**config.mk**
```make
export PLATFORM = sky130hd
export DESIGN_NAME = key_packet_assembler
export DESIGN_NICKNAME = d
export VERILOG_FILES = /design/src/rtl/key_packet_assembler_pkg.sv /design/src/rtl/key_debounce.sv /design/src/rtl/key_packet_assembler.sv
export SDC_FILE = /design/constraint.sdc
export NUM_CORES = 1
export LEC_CHECK = 0
export CORE_UTILIZATION = 45
export CTS_CLUSTER_DIAMETER = 200
export DETAILED_ROUTE_END_ITERATION = 12
export SLEW_MARGIN = 15
export SYNTH_ARGS = -nofsm -noshare
export SYNTH_HDL_FRONTEND = slang
export SYNTH_HIERARCHICAL = 1
export SYNTH_SLANG_ARGS = --single-unit
```
**constraint.sdc**
```tcl
create_clock -name clk -period 2.1 [get_ports clk]
set_clock_uncertainty 0.1 [all_clocks]
set_input_delay 0.525 -clock clk [delete_from_list [all_inputs] [get_ports clk]]
set_output_delay 0.525 -clock clk [all_outputs]
set_load 0.02 [all_outputs]
```
**src/rtl/key_packet_assembler_pkg.sv**
```systemverilog
// key_packet_assembler_pkg: FSM states, packet width and field slices shared with the scheduler stage
package key_packet_assembler_pkg;
    localparam int PKT_BITS = 4;
    localparam int DEST_MSB = 3;
    localparam int DEST_LSB = 2;
    localparam int PAY_MSB  = 1;
    localparam int PAY_LSB  = 0;
    typedef logic [1:0] state_t;
    localparam state_t IDLE    = 2'd0;
    localparam state_t COLLECT = 2'd1;
    localparam state_t SEND    = 2'd2;
endpackage

```
**src/rtl/key_debounce.sv**
```systemverilog
// key_debounce: 2-FF synchroniser, hold-time debouncer and rising-edge press pulse
module key_debounce #(
    parameter int DEBOUNCE_CYCLES = 1000000
) (
    input  logic clk,
    input  logic rst_n,
    input  logic raw,
    output logic level,
    output logic press
);
    localparam int CW = $clog2(DEBOUNCE_CYCLES);
    logic [1:0] sync;
    logic [CW-1:0] cnt;
    always_ff @(posedge clk) begin
        if (!rst_n) begin
            sync  <= '0;
            cnt   <= '0;
            level <= 1'b0;
            press <= 1'b0;
        end else begin
            sync  <= {sync[0], raw};
            press <= 1'b0;
            if (sync[1] == level)
                cnt <= '0;
            else if (cnt == CW'(DEBOUNCE_CYCLES - 1)) begin
                level <= sync[1];
                press <= sync[1];
                cnt   <= '0;
            end else
                cnt <= cnt + CW'(1);
        end
    end
endmodule

```
**src/rtl/key_packet_assembler.sv**
```systemverilog
// key_packet_assembler: debounced button entry of a 4-bit packet delivered over valid/ready
module key_packet_assembler
    import key_packet_assembler_pkg::*;
#(
    parameter int DEBOUNCE_CYCLES = 1000000,
    parameter int TIMEOUT_CYCLES  = 500000000
) (
    input  logic                clk,
    input  logic                rst_n,
    input  logic                start,
    input  logic                key1,
    input  logic                key2,
    output logic [PKT_BITS-1:0] pkt_data,
    output logic                pkt_valid,
    input  logic                pkt_ready,
    output logic [2:0]          bit_cnt,
    output logic                busy,
    output logic                abort
);
    localparam int TW = TIMEOUT_CYCLES > 1 ? $clog2(TIMEOUT_CYCLES) : 1;
    logic start_p, key1_p, key2_p, bit_p;
    logic [2:0] levels_unused;
    logic [PKT_BITS-1:0] shreg, next_sh;
    logic [TW-1:0] tcnt;
    state_t state;
    key_debounce #(.DEBOUNCE_CYCLES(DEBOUNCE_CYCLES)) u_start (
        .clk(clk), .rst_n(rst_n), .raw(start), .level(levels_unused[0]), .press(start_p));
    key_debounce #(.DEBOUNCE_CYCLES(DEBOUNCE_CYCLES)) u_key1 (
        .clk(clk), .rst_n(rst_n), .raw(key1), .level(levels_unused[1]), .press(key1_p));
    key_debounce #(.DEBOUNCE_CYCLES(DEBOUNCE_CYCLES)) u_key2 (
        .clk(clk), .rst_n(rst_n), .raw(key2), .level(levels_unused[2]), .press(key2_p));
    // a simultaneous key1+key2 press is ambiguous, so only a lone key counts
    assign bit_p   = key1_p ^ key2_p;
    assign next_sh = {shreg[PKT_BITS-2:0], key1_p};
    assign busy    = state != IDLE;
    always_ff @(posedge clk) begin
        if (!rst_n) begin
            state     <= IDLE;
            shreg     <= '0;
            tcnt      <= '0;
            bit_cnt   <= '0;
            pkt_data  <= '0;
            pkt_valid <= 1'b0;
            abort     <= 1'b0;
        end else begin
            abort <= 1'b0;
            case (state)
                IDLE: if (start_p) begin
                    state   <= COLLECT;
                    shreg   <= '0;
                    tcnt    <= '0;
                    bit_cnt <= '0;
                end
                COLLECT: if (start_p) begin
                    shreg   <= '0;
                    tcnt    <= '0;
                    bit_cnt <= '0;
                end else if (bit_p) begin
                    shreg   <= next_sh;
                    tcnt    <= '0;
                    bit_cnt <= bit_cnt + 3'd1;
                    if (bit_cnt == 3'(PKT_BITS - 1)) begin
                        pkt_data  <= next_sh;
                        pkt_valid <= 1'b1;
                        state     <= SEND;
                    end
                end else if (tcnt == TW'(TIMEOUT_CYCLES - 1)) begin
                    abort   <= 1'b1;
                    bit_cnt <= '0;
                    state   <= IDLE;
                end else
                    tcnt <= tcnt + TW'(1);
                SEND: if (pkt_ready) begin
                    pkt_valid <= 1'b0;
                    bit_cnt   <= '0;
                    state     <= IDLE;
                end
                default: state <= IDLE;
            endcase
        end
    end
endmodule

```
==> impl_metrics.json, run 1 <==
{
  "outcome": "finished with violations",
  "violations": "setup timing",
  "cts.clk_slew.worst_paths_ns": 0.05,
  "grt_usage_pct": 21.4,
  "yosysTopAreaCellShare_pct": 41.9,
  "cp.required_ns": 2.32,
  "wl_um": 12800,
  "maxSlewViolCount": 0,
  "reg2reg_slack_ns": -0.17,
  "relSlewSlack_pct": 70.2,
  "place_area_sq_mm": 0.00642,
  "p_leak_nw": 2.44,
  "synth_compound_area_share_pct": 12.6,
  "die-area_sq_mm": 0.0127,
  "hold_path_startpoint": "u_key2/sync[0]",
  "reg2reg_depth": 4,
  "cp-end-kind": "flip-flop",
  "die_x_um": 113,
  "grt_antenna_before_repair": 0,
  "synthFlopType": "dfxtp_1",
  "cts_tree": "yes",
  "fp.dieH_um": 113,
  "clockRootBuffer": "clkbuf_16",
  "grt_max_degree": 19,
  "synth.avg_cell_area_sq_um": 8.70,
  "via_per_inst": 5.57,
  "grt_pass1_vias": 4742,
  "holdPathStages": 1,
  "worst_pin_slew_ns": 0.441,
  "timing.rr.start": "tcnt[20]",
  "drt_iter0_drc": 224,
  "startpoint_type": "flip-flop",
  "grt_overflow_total": 0,
  "synth_edf_count": 0,
  "final_core_util_pct": 60.2,
  "postSynthRegisterBits": 115,
  "rows": 40,
  "syn_to_final_growth_pct": 31.0,
  "gp_congestion": 0.840,
  "vias": 4988,
  "final_hold_viol_count": 0,
  "clock_latency_ns": 0.42,
  "port_buffers": 15,
  "min_period_over_period_pct": 108,
  "wl_per_cell_um": 14.2,
  "start_util_pct": 46.0,
  "cp_cell_sequence": "or4b_4, or4_4, or3_4, a311oi_2",
  "drcViolationCount": 0,
  "final.setup.worst_slack_ns": -0.166,
  "synth_common_cells": "dfxtp_1 (115), nor2_1 (82), nand2_1 (56)",
  "clock_sinks": 115,
  "yosys-top-cells-area": "dfxtp_1 (42%), xnor2_1 (5.9%), nor2_1 (5.6%), nand2_1 (3.8%), nand3_1 (3.2%)",
  "cpLargestDelayFamily": "simple AND/OR/NAND/NOR gates",
  "fillCellCount": 1028,
  "synth-simple-area-share_pct": 31.9,
  "crit_cells": 4,
  "drtAntennaViolNets": 0,
  "synth_top_family_by_area": "simple AND/OR/NAND/NOR gates",
  "diodes": 0,
  "r2r_end": "tcnt[0]",
  "slowest_stage": "or4_4",
  "vdd_drop_max_v": 0.000551,
  "cpPeakStageDelay_ns": 0.59,
  "synth_cell_types": 63,
  "io_pins": 16,
  "yosysWarnings": 6,
  "crit_buf_inv": 0,
  "p_per_area_mw_per_mm2": 730,
  "yosysSeqAreaShare_pct": 41.9,
  "crit_arrival_ns": 2.49,
  "hold_path.class": "flip-flop to flip-flop",
  "drive_gt1_share_pct": 23.0,
  "setup_tns_ns": -2.13,
  "cts_buffers": 17,
  "muxShareOfSynthArea_pct": 1.27,
  "hpwl_um": 8940,
  "yosysTopAreaCell": "dfxtp_1",
  "setup_viol": 21,
  "max_cap_violations": 0,
  "final_area_sq_mm": 0.00721,
  "synth_fp_nets": 644,
  "worst_hold_path.endpoint": "u_key2/sync[1]",
  "core_sq_mm": 0.0120,
  "cp_max_fo": 5,
  "dr.pass1.iters": 5,
  "period_minus_slack_ns": 2.27,
  "grt_pass1_wl_um": 21500,
  "synthAdderAreaFrac_pct": 1.36,
  "async_flop_share_pct": 0,
  "synthCells": 632,
  "synth.most_common_cell": "dfxtp_1",
  "synth_xor_area_share_pct": 8.12,
  "h-tree-depth": 4,
  "crit_type": "flip-flop to flip-flop",
  "clock_path_buffers": 2,
  "fmax_mhz": 441,
  "rsz0062_at_grt": "true",
  "syn-cell-area_sq_mm": 0.00550,
  "final_nets": 749
}
[layout by cell type, fill, tap and decap left out, types with 4 or more instances in the layout]
master           count
or4_1                7
o211ai_1             7
mux2i_1              7
or2_2                7
buf_6                5
nand4_1             24
nor3_1              26
clkdlybuf4s50_1     14
bufinv_16            4
o31ai_1              7
xor2_1              14
a31oi_1              9
o21ai_1              4
clkbuf_16           17
dfxtp_1            114
or4_4                4
nor2_1              81
nand3b_1             6
inv_1               21
and3_1               9
nor4_1              16
ha_1                 5
a21oi_1             24
nand2_1             56
buf_4               81
or4b_4               5
nand3_1             33
o21ai_0              9
xnor2_1             37
nand3_2              5
and2_1               9
nor4b_1              4
or3_1                7
[report_power, final]
part	internal (mW)	switching [mW]	leakage, nW
clock network	2.00	0.980	0.289
logic	0.0386	0.0450	1.23
registers	2.19	0.00353	0.928
[worst reg2reg max path, stage by stage (launching register included)]
cell and delay [ns]:
dfxtp_1 0.30, or4b_4 0.54, or4_4 0.59, or3_4 0.40, a311oi_2 0.23
[metrics by stage]
step | std cells | worst slack [ns] | hold slack [ns] | total power, mW
2_1_floorplan | 632 | -0.0939 | 0.312 | 2.28
3_3_place_gp | 862 | -0.158 | 0.318 | 2.32
3_5_place_dp | 862 | -0.174 | 0.322 | 2.32
4_1_cts | 894 | -0.145 | 0.333 | 5.32
5_1_grt | 896 | -0.230 | 0.352 | 5.43
6_report | 896 | -0.166 | 0.330 | 5.26
[per-layer routing]
metal  up-vias  track usage, %  part of all wire [%]
met4         0            8.27                   1.3
met2       105            36.2                    48
met5         -               0                     0
li1       2511               -                     -
met1      2354            25.3                    45
met3        18            6.86                   4.8
[final cells by class]
type	count	area (sq um)	share of cell area [%]
clock buffers	21	450	6.25
inverters	21	78.8	1.09
well taps	147	184	2.55
flip-flops and latches	115	2300	32.0
repair buffers	103	853	11.8
clock inverters	10	158	2.19
multi-input cells	479	3180	44.1
[kinds of logic after synthesis]
kind of cell / after synthesis
muxes: 7
AOI/OAI and AO/OA: 94
xor gates and xnor gates: 51
adders and majority gates: 6
buffers and inverters: 38
and+or+nand+nor: 321
DFF: 115
[how the worst max path moves through the flow]
stage / startpoint / endpoint / slack (ns)
after CTS: tcnt[20] / tcnt[14] / -0.15
after global placement: tcnt[20] / tcnt[24] / -0.16
after floorplan: tcnt[21] / state[0] / -0.09
final: tcnt[20] / tcnt[0] / -0.17
after global routing: tcnt[20] / tcnt[21] / -0.23
after detailed placement: rst_n / tcnt[23] / -0.17
[flip-flops by register name, summed over array words and instances, names as in the netlist]
name	flops
abort	1
bit_cnt	3
pkt_data	4
pkt_valid	1
shreg	3
state	2
tcnt	29
u_key1/cnt	20
u_key1/level	1
u_key1/press	1
u_key1/sync	2
u_key2/cnt	20
u_key2/level	1
u_key2/press	1
u_key2/sync	2
u_start/cnt	20
u_start/level	1
u_start/press	1
u_start/sync	2
[what timing repair did]
| action | 4_1_cts | 5_1_grt |
|---|---|---|
| hold buffers | 0 | 0 |
| endpoints found under the hold margin | 0 | 0 |
| gates resized for setup | 13 | 18 |
| setup endpoints to repair | 31 | 50 |
| pin swaps | 11 | 7 |
| buffers inserted | 1 | 2 |
Note: power is estimated with default switching activity, not from simulation.
==> run 2: changes to the inputs <==
--- a/config.mk
+++ b/config.mk
@@ -5,8 +5,11 @@
 export SDC_FILE = /design/constraint.sdc
 export NUM_CORES = 1
 export LEC_CHECK = 0
+export CORE_MARGIN = 2
 export CORE_UTILIZATION = 45
+export CTS_BUF_LIST = sky130_fd_sc_hd__clkbuf_8
 export CTS_CLUSTER_DIAMETER = 200
+export CTS_CLUSTER_SIZE = 14
 export DETAILED_ROUTE_END_ITERATION = 12
 export SLEW_MARGIN = 15
 export SYNTH_ARGS = -nofsm -noshare
==> run 2 against run 1 <==
Net effect:
- the run still ends with setup timing left
- worst hold slack gained 0.0040 ns
- fmax is 0.55% lower
- routed wire length up 2.0%
- critical path depth grew 1
- register-to-register slack barely moved
- critical path type unchanged
- largest power group is now sequential cells
==> impl_metrics.json, run 2 (synthesis gave the netlist of run 1 again) <==
{
  "final_area_sq_mm": 0.00701,
  "rsz0062_at_grt": "true",
  "drtAntennaViolNets": 0,
  "drcViolationCount": 0,
  "place_area_sq_mm": 0.00641,
  "syn_to_final_growth_pct": 27.5,
  "gp_congestion": 0.861,
  "largest-register": "tcnt",
  "wl_per_cell_um": 14.4,
  "port_buffers": 15,
  "outcome": "finished with violations",
  "cp_max_fo": 5,
  "cts.clk_slew.worst_paths_ns": 0.08,
  "cts_tree": "yes",
  "dr.pass1.iters": 5,
  "io_pins": 16,
  "cts_buffers": 17,
  "fillCellCount": 1081,
  "worst_pin_slew_ns": 0.542,
  "vias": 4971,
  "p_leak_nw": 2.37,
  "largest_reg_flops": 29,
  "vdd_drop_max_v": 0.000493,
  "fmax_mhz": 439,
  "setup_viol": 21,
  "drt_iter0_drc": 259,
  "fp.dieH_um": 115,
  "crit_arrival_ns": 2.50,
  "instances_no_fill": 902,
  "final_nets": 754,
  "wl_um": 13000,
  "cp.required_ns": 2.32,
  "clock_sinks": 115,
  "min_period_over_period_pct": 108,
  "cp-end-kind": "flip-flop",
  "clock_path_buffers": 2,
  "power_mw": 4.34,
  "grt_pass1_vias": 4784,
  "setup_tns_ns": -2.49,
  "startpoint_type": "flip-flop",
  "core_sq_mm": 0.0120,
  "maxSlewViolCount": 0,
  "die-area_sq_mm": 0.0131,
  "period_minus_slack_ns": 2.28,
  "max_cap_violations": 0,
  "relSlewSlack_pct": 63.6,
  "grt_overflow_total": 0,
  "most-common-layout-cells": "dfxtp_1 (111), buf_4 (85), nor2_1 (80)",
  "via_per_inst": 5.51,
  "final_common_cell": "dfxtp_1",
  "die_x_um": 115,
  "rows": 40,
  "crit_type": "flip-flop to flip-flop",
  "start_util_pct": 46.0,
  "hold_path.class": "flip-flop to flip-flop",
  "clockRootBuffer": "clkbuf_8",
  "clock_latency_ns": 0.44,
  "violations": "setup timing",
  "dp.cells": 863,
  "reg2reg_depth": 5,
  "holdPathStages": 1,
  "final.setup.worst_slack_ns": -0.178,
  "final_hold_viol_count": 0,
  "grt_pass1_wl_um": 21900,
  "hpwl_um": 9360,
  "diodes": 0,
  "grt_max_degree": 20,
  "grt_antenna_before_repair": 0,
  "final_core_util_pct": 58.6,
  "grt_usage_pct": 21.0,
  "drive_gt1_share_pct": 23.6,
  "h-tree-depth": 4,
  "p_per_area_mw_per_mm2": 619
}
-- run 2: changes by cell type in the layout (fill, tap and decap cells not counted), sizes merged --
cell | before | now
inv | 21 | 23
bufinv | 4 | 2
clkinv | 3 | 8
clkdlybuf4s50 | 14 | 13
clkinvlp | 3 | 2
buf | 88 | 93
clkbuf | 21 | 19
-- run 2: through the flow --
step | hold WS, ns | setup slack [ns]
6_report | 0.334 | -0.178
5_1_grt | 0.366 | -0.225
4_1_cts | 0.339 | -0.162
3_5_place_dp | 0.321 | -0.173
3_3_place_gp | 0.315 | -0.162
2_1_floorplan | 0.312 | -0.0939
-- run 2: where the power goes --
| group | internal, mW | total, mW | switching, mW |
|---|---|---|---|
| combinational | 0.0359 | 0.0800 | 0.0441 |
| sequential | 2.19 | 2.19 | 0.00368 |
| clock | 1.10 | 2.07 | 0.977 |
| total | 3.32 | 4.34 | 1.02 |
-- run 2: area by class of cell --
| class | count | area (sq um) | share of cell area, % |
|---|---|---|---|
| clock buffers | 18 | 248 | 3.53 |
| clock inverters | 14 | 155 | 2.21 |
| inverters | 21 | 78.8 | 1.12 |
| multi-input cells | 479 | 3150 | 44.9 |
| flip-flops and latches | 115 | 2310 | 32.9 |
| well taps | 147 | 184 | 2.62 |
| repair buffers | 108 | 890 | 12.7 |
-- run 2: per-layer routing --
layer  vias to the layer above  global-route usage (%)  routed length [um]  share of wire, %
met4                         0                    9.27                 303               2.3
met2                        77                    35.1                6290                48
li1                       2525                       -                   -                 -
met3                        25                    5.35                 450               3.5
met5                         -                       0                   0                 0
met1                      2344                    25.4                5980                46
-- run 2: repair_timing --
| action | CTS | global route |
|---|---|---|
| endpoints found under the setup margin | 28 | 66 |
| pin swaps | 7 | 6 |
| gates cloned | 0 | 0 |
| gates resized for setup | 12 | 19 |
| buffers inserted | 2 | 5 |
| hold buffers | 0 | 0 |
-- run 2: worst paths after layout --
| kind | to | start | slack [ns] |
|---|---|---|---|
| min | u_start/sync[1] | u_start/sync[0] | 0.33 |
| max reg2reg | state[0] | tcnt[20] | -0.18 |
| max | state[0] | tcnt[20] | -0.18 |
| min reg2reg | u_start/sync[1] | u_start/sync[0] | 0.33 |
-- run 2: worst max-delay path, cell delays in order, from the launching register on --
cell	delay, ns
dfxtp_2	0.32
or4b_4	0.54
or4_4	0.59
o41a_1	0.42
a21oi_1	0.13
nor3_1	0.05
==> run 3: changes to the inputs <==
--- a/config.mk
+++ b/config.mk
@@ -5,7 +5,7 @@
 export SDC_FILE = /design/constraint.sdc
 export NUM_CORES = 1
 export LEC_CHECK = 0
-export CORE_MARGIN = 2
+export CORE_MARGIN = 4
 export CORE_UTILIZATION = 45
 export CTS_BUF_LIST = sky130_fd_sc_hd__clkbuf_8
 export CTS_CLUSTER_DIAMETER = 200
==> run 3 against run 2 <==
Net effect:
- the run still ends with setup timing left
- cell area fell by 0.37%
- clock power fell by 3%
- critical path type unchanged
- via count rose by 0.64%
- sequential share of layout area rose by 0.11 points
- final cell count fell by 0.33%
==> impl_metrics.json, run 3 (synthesis gave the netlist of run 1 again) <==
{
  "cp.required_ns": 2.36,
  "hpwl_um": 9500,
  "p_per_area_mw_per_mm2": 614,
  "grt_max_degree": 19,
  "gp_congestion": 0.873,
  "port_buffers": 15,
  "p_leak_nw": 2.41,
  "cpPeakStageDelay_ns": 0.60,
  "drtAntennaViolNets": 0,
  "final_hold_viol_count": 0,
  "fp.dieH_um": 119,
  "rows": 40,
  "diodes": 0,
  "cts_tree": "yes",
  "clock_path_buffers": 2,
  "cp-end-kind": "flip-flop",
  "switchingPower_mw": 0.986,
  "vdd_drop_max_v": 0.000528,
  "final_area_sq_mm": 0.00699,
  "via_per_inst": 5.57,
  "grt_antenna_before_repair": 0,
  "largest-register": "tcnt",
  "cp_cell_sequence": "or4b_4, or4_4, o41ai_4, buf_6, a21oi_2, a21oi_1",
  "pwr-share-comb_pct": 1.9,
  "drt_iter0_drc": 247,
  "largest_reg_flops": 29,
  "hold_buffers": 0,
  "clock_sinks": 115,
  "die-area_sq_mm": 0.0141,
  "rsz0062_at_grt": "true",
  "min_period_over_period_pct": 109,
  "cts_buffers": 17,
  "clockRootBuffer": "clkbuf_8",
  "crit_buf_inv": 1,
  "start_util_pct": 45.8,
  "final_common_cell": "dfxtp_1",
  "final_nets": 751,
  "p_int_mw": 3.30,
  "max_cap_violations": 0,
  "h-tree-depth": 4,
  "crit_type": "flip-flop to flip-flop",
  "drcViolationCount": 0,
  "final.setup.worst_slack_ns": -0.184,
  "drive_gt1_share_pct": 23.1,
  "cp_max_fo": 11,
  "p_seq_share_pct": 51.1,
  "grt_overflow_total": 0,
  "setup_viol": 22,
  "startpoint_type": "flip-flop",
  "hold_path.class": "flip-flop to flip-flop",
  "clock_power_share_pct": 47.0,
  "clock_latency_ns": 0.44,
  "wl_um": 13000,
  "die_x_um": 119,
  "worst_pin_slew_ns": 0.629,
  "dr.pass1.iters": 5,
  "grt_pass1_wl_um": 21900,
  "slowest_stage": "or4_4",
  "maxSlewViolCount": 0,
  "wl_per_cell_um": 14.5,
  "outcome": "finished with violations",
  "swShare_pct": 23.0,
  "syn_to_final_growth_pct": 27.0,
  "fmax_mhz": 438,
  "crit_arrival_ns": 2.54,
  "period_minus_slack_ns": 2.28,
  "relSlewSlack_pct": 57.8,
  "vias": 5003,
  "grt_pass1_vias": 4817,
  "most-common-layout-cells": "dfxtp_1 (112), buf_4 (85), nor2_1 (81)",
  "violations": "setup timing",
  "io_pins": 16,
  "place_area_sq_mm": 0.00641,
  "core_sq_mm": 0.0120,
  "cts.clk_slew.worst_paths_ns": 0.07,
  "final_core_util_pct": 58.2,
  "grt_usage_pct": 18.8,
  "cpLargestDelayFamily": "simple AND/OR/NAND/NOR gates"
}
[run 3: cell count changes in the layout (fill, tap and decap cells not counted), sizes merged]
cell / before / now
buf: 93 / 90
clkbuf: 19 / 18
clkdlybuf4s15: 0 / 1
clkdlybuf4s50: 13 / 11
clkinv: 8 / 4
clkinvlp: 2 / 4
dlygate4sd2: 1 / 0
dlymetal6s2s: 0 / 3
inv: 23 / 25
[run 3: final timing paths]
kind / startpoint / to / slack, ns / cells after the start
hold reg to reg: u_key1/sync[0] / u_key1/sync[1] / 0.33 / 1
hold / removal: u_key1/sync[0] / u_key1/sync[1] / 0.33 / 1
setup reg to reg: tcnt[20] / tcnt[21] / -0.18 / 6
setup / recovery: tcnt[20] / tcnt[21] / -0.18 / 6
[run 3: stage by stage]
stage / instances / TNS (ns) / hold slack (ns) / setup slack, ns / power (mW)
floorplan: 632 / -0.972 / 0.312 / -0.0939 / 2.28
global placement: 863 / -2.51 / 0.316 / -0.135 / 2.32
detailed placement: 863 / -3.83 / 0.320 / -0.189 / 2.32
CTS: 896 / -2.20 / 0.336 / -0.187 / 4.33
global route: 899 / -3.99 / 0.349 / -0.239 / 4.45
finish: 899 / -2.43 / 0.334 / -0.184 / 4.29
[run 3: area by class of cell]
class / instances / area [sq um]
Clock buffer: 18 / 248
Timing Repair Buffer: 105 / 870
Multi-Input combinational cell: 479 / 3160
Fill cell: 1087 / 5020
Inverter: 21 / 78.8
Tap cell: 147 / 184
Clock inverter: 14 / 139
Sequential cell: 115 / 2310
[run 3: per-layer routing]
metal | part of all wire (%) | routed length [um] | track usage [%]
met1 | 45 | 5900 | 22.1
met2 | 48 | 6270 | 32.1
met3 | 4.3 | 564 | 5.60
met4 | 2.1 | 272 | 7.53
met5 | 0 | 0 | 0
[run 3: timing repair]
item                                    4_1_cts  5_1_grt
resized for setup                            20       11
gates cloned                                  0        0
setup buffers                                 1        3
endpoints found under the setup margin       28       71
pin swaps                                    10        7
[run 3: power by group through the flow]
stage	clock network (mW)	registers [mW]	logic (mW)
after global placement	0	2.24	0.0755
after detailed placement	0	2.24	0.0765
after CTS	2.07	2.19	0.0783
after floorplan	0	2.24	0.0389
final	2.01	2.19	0.0831
after global routing	2.17	2.19	0.0896
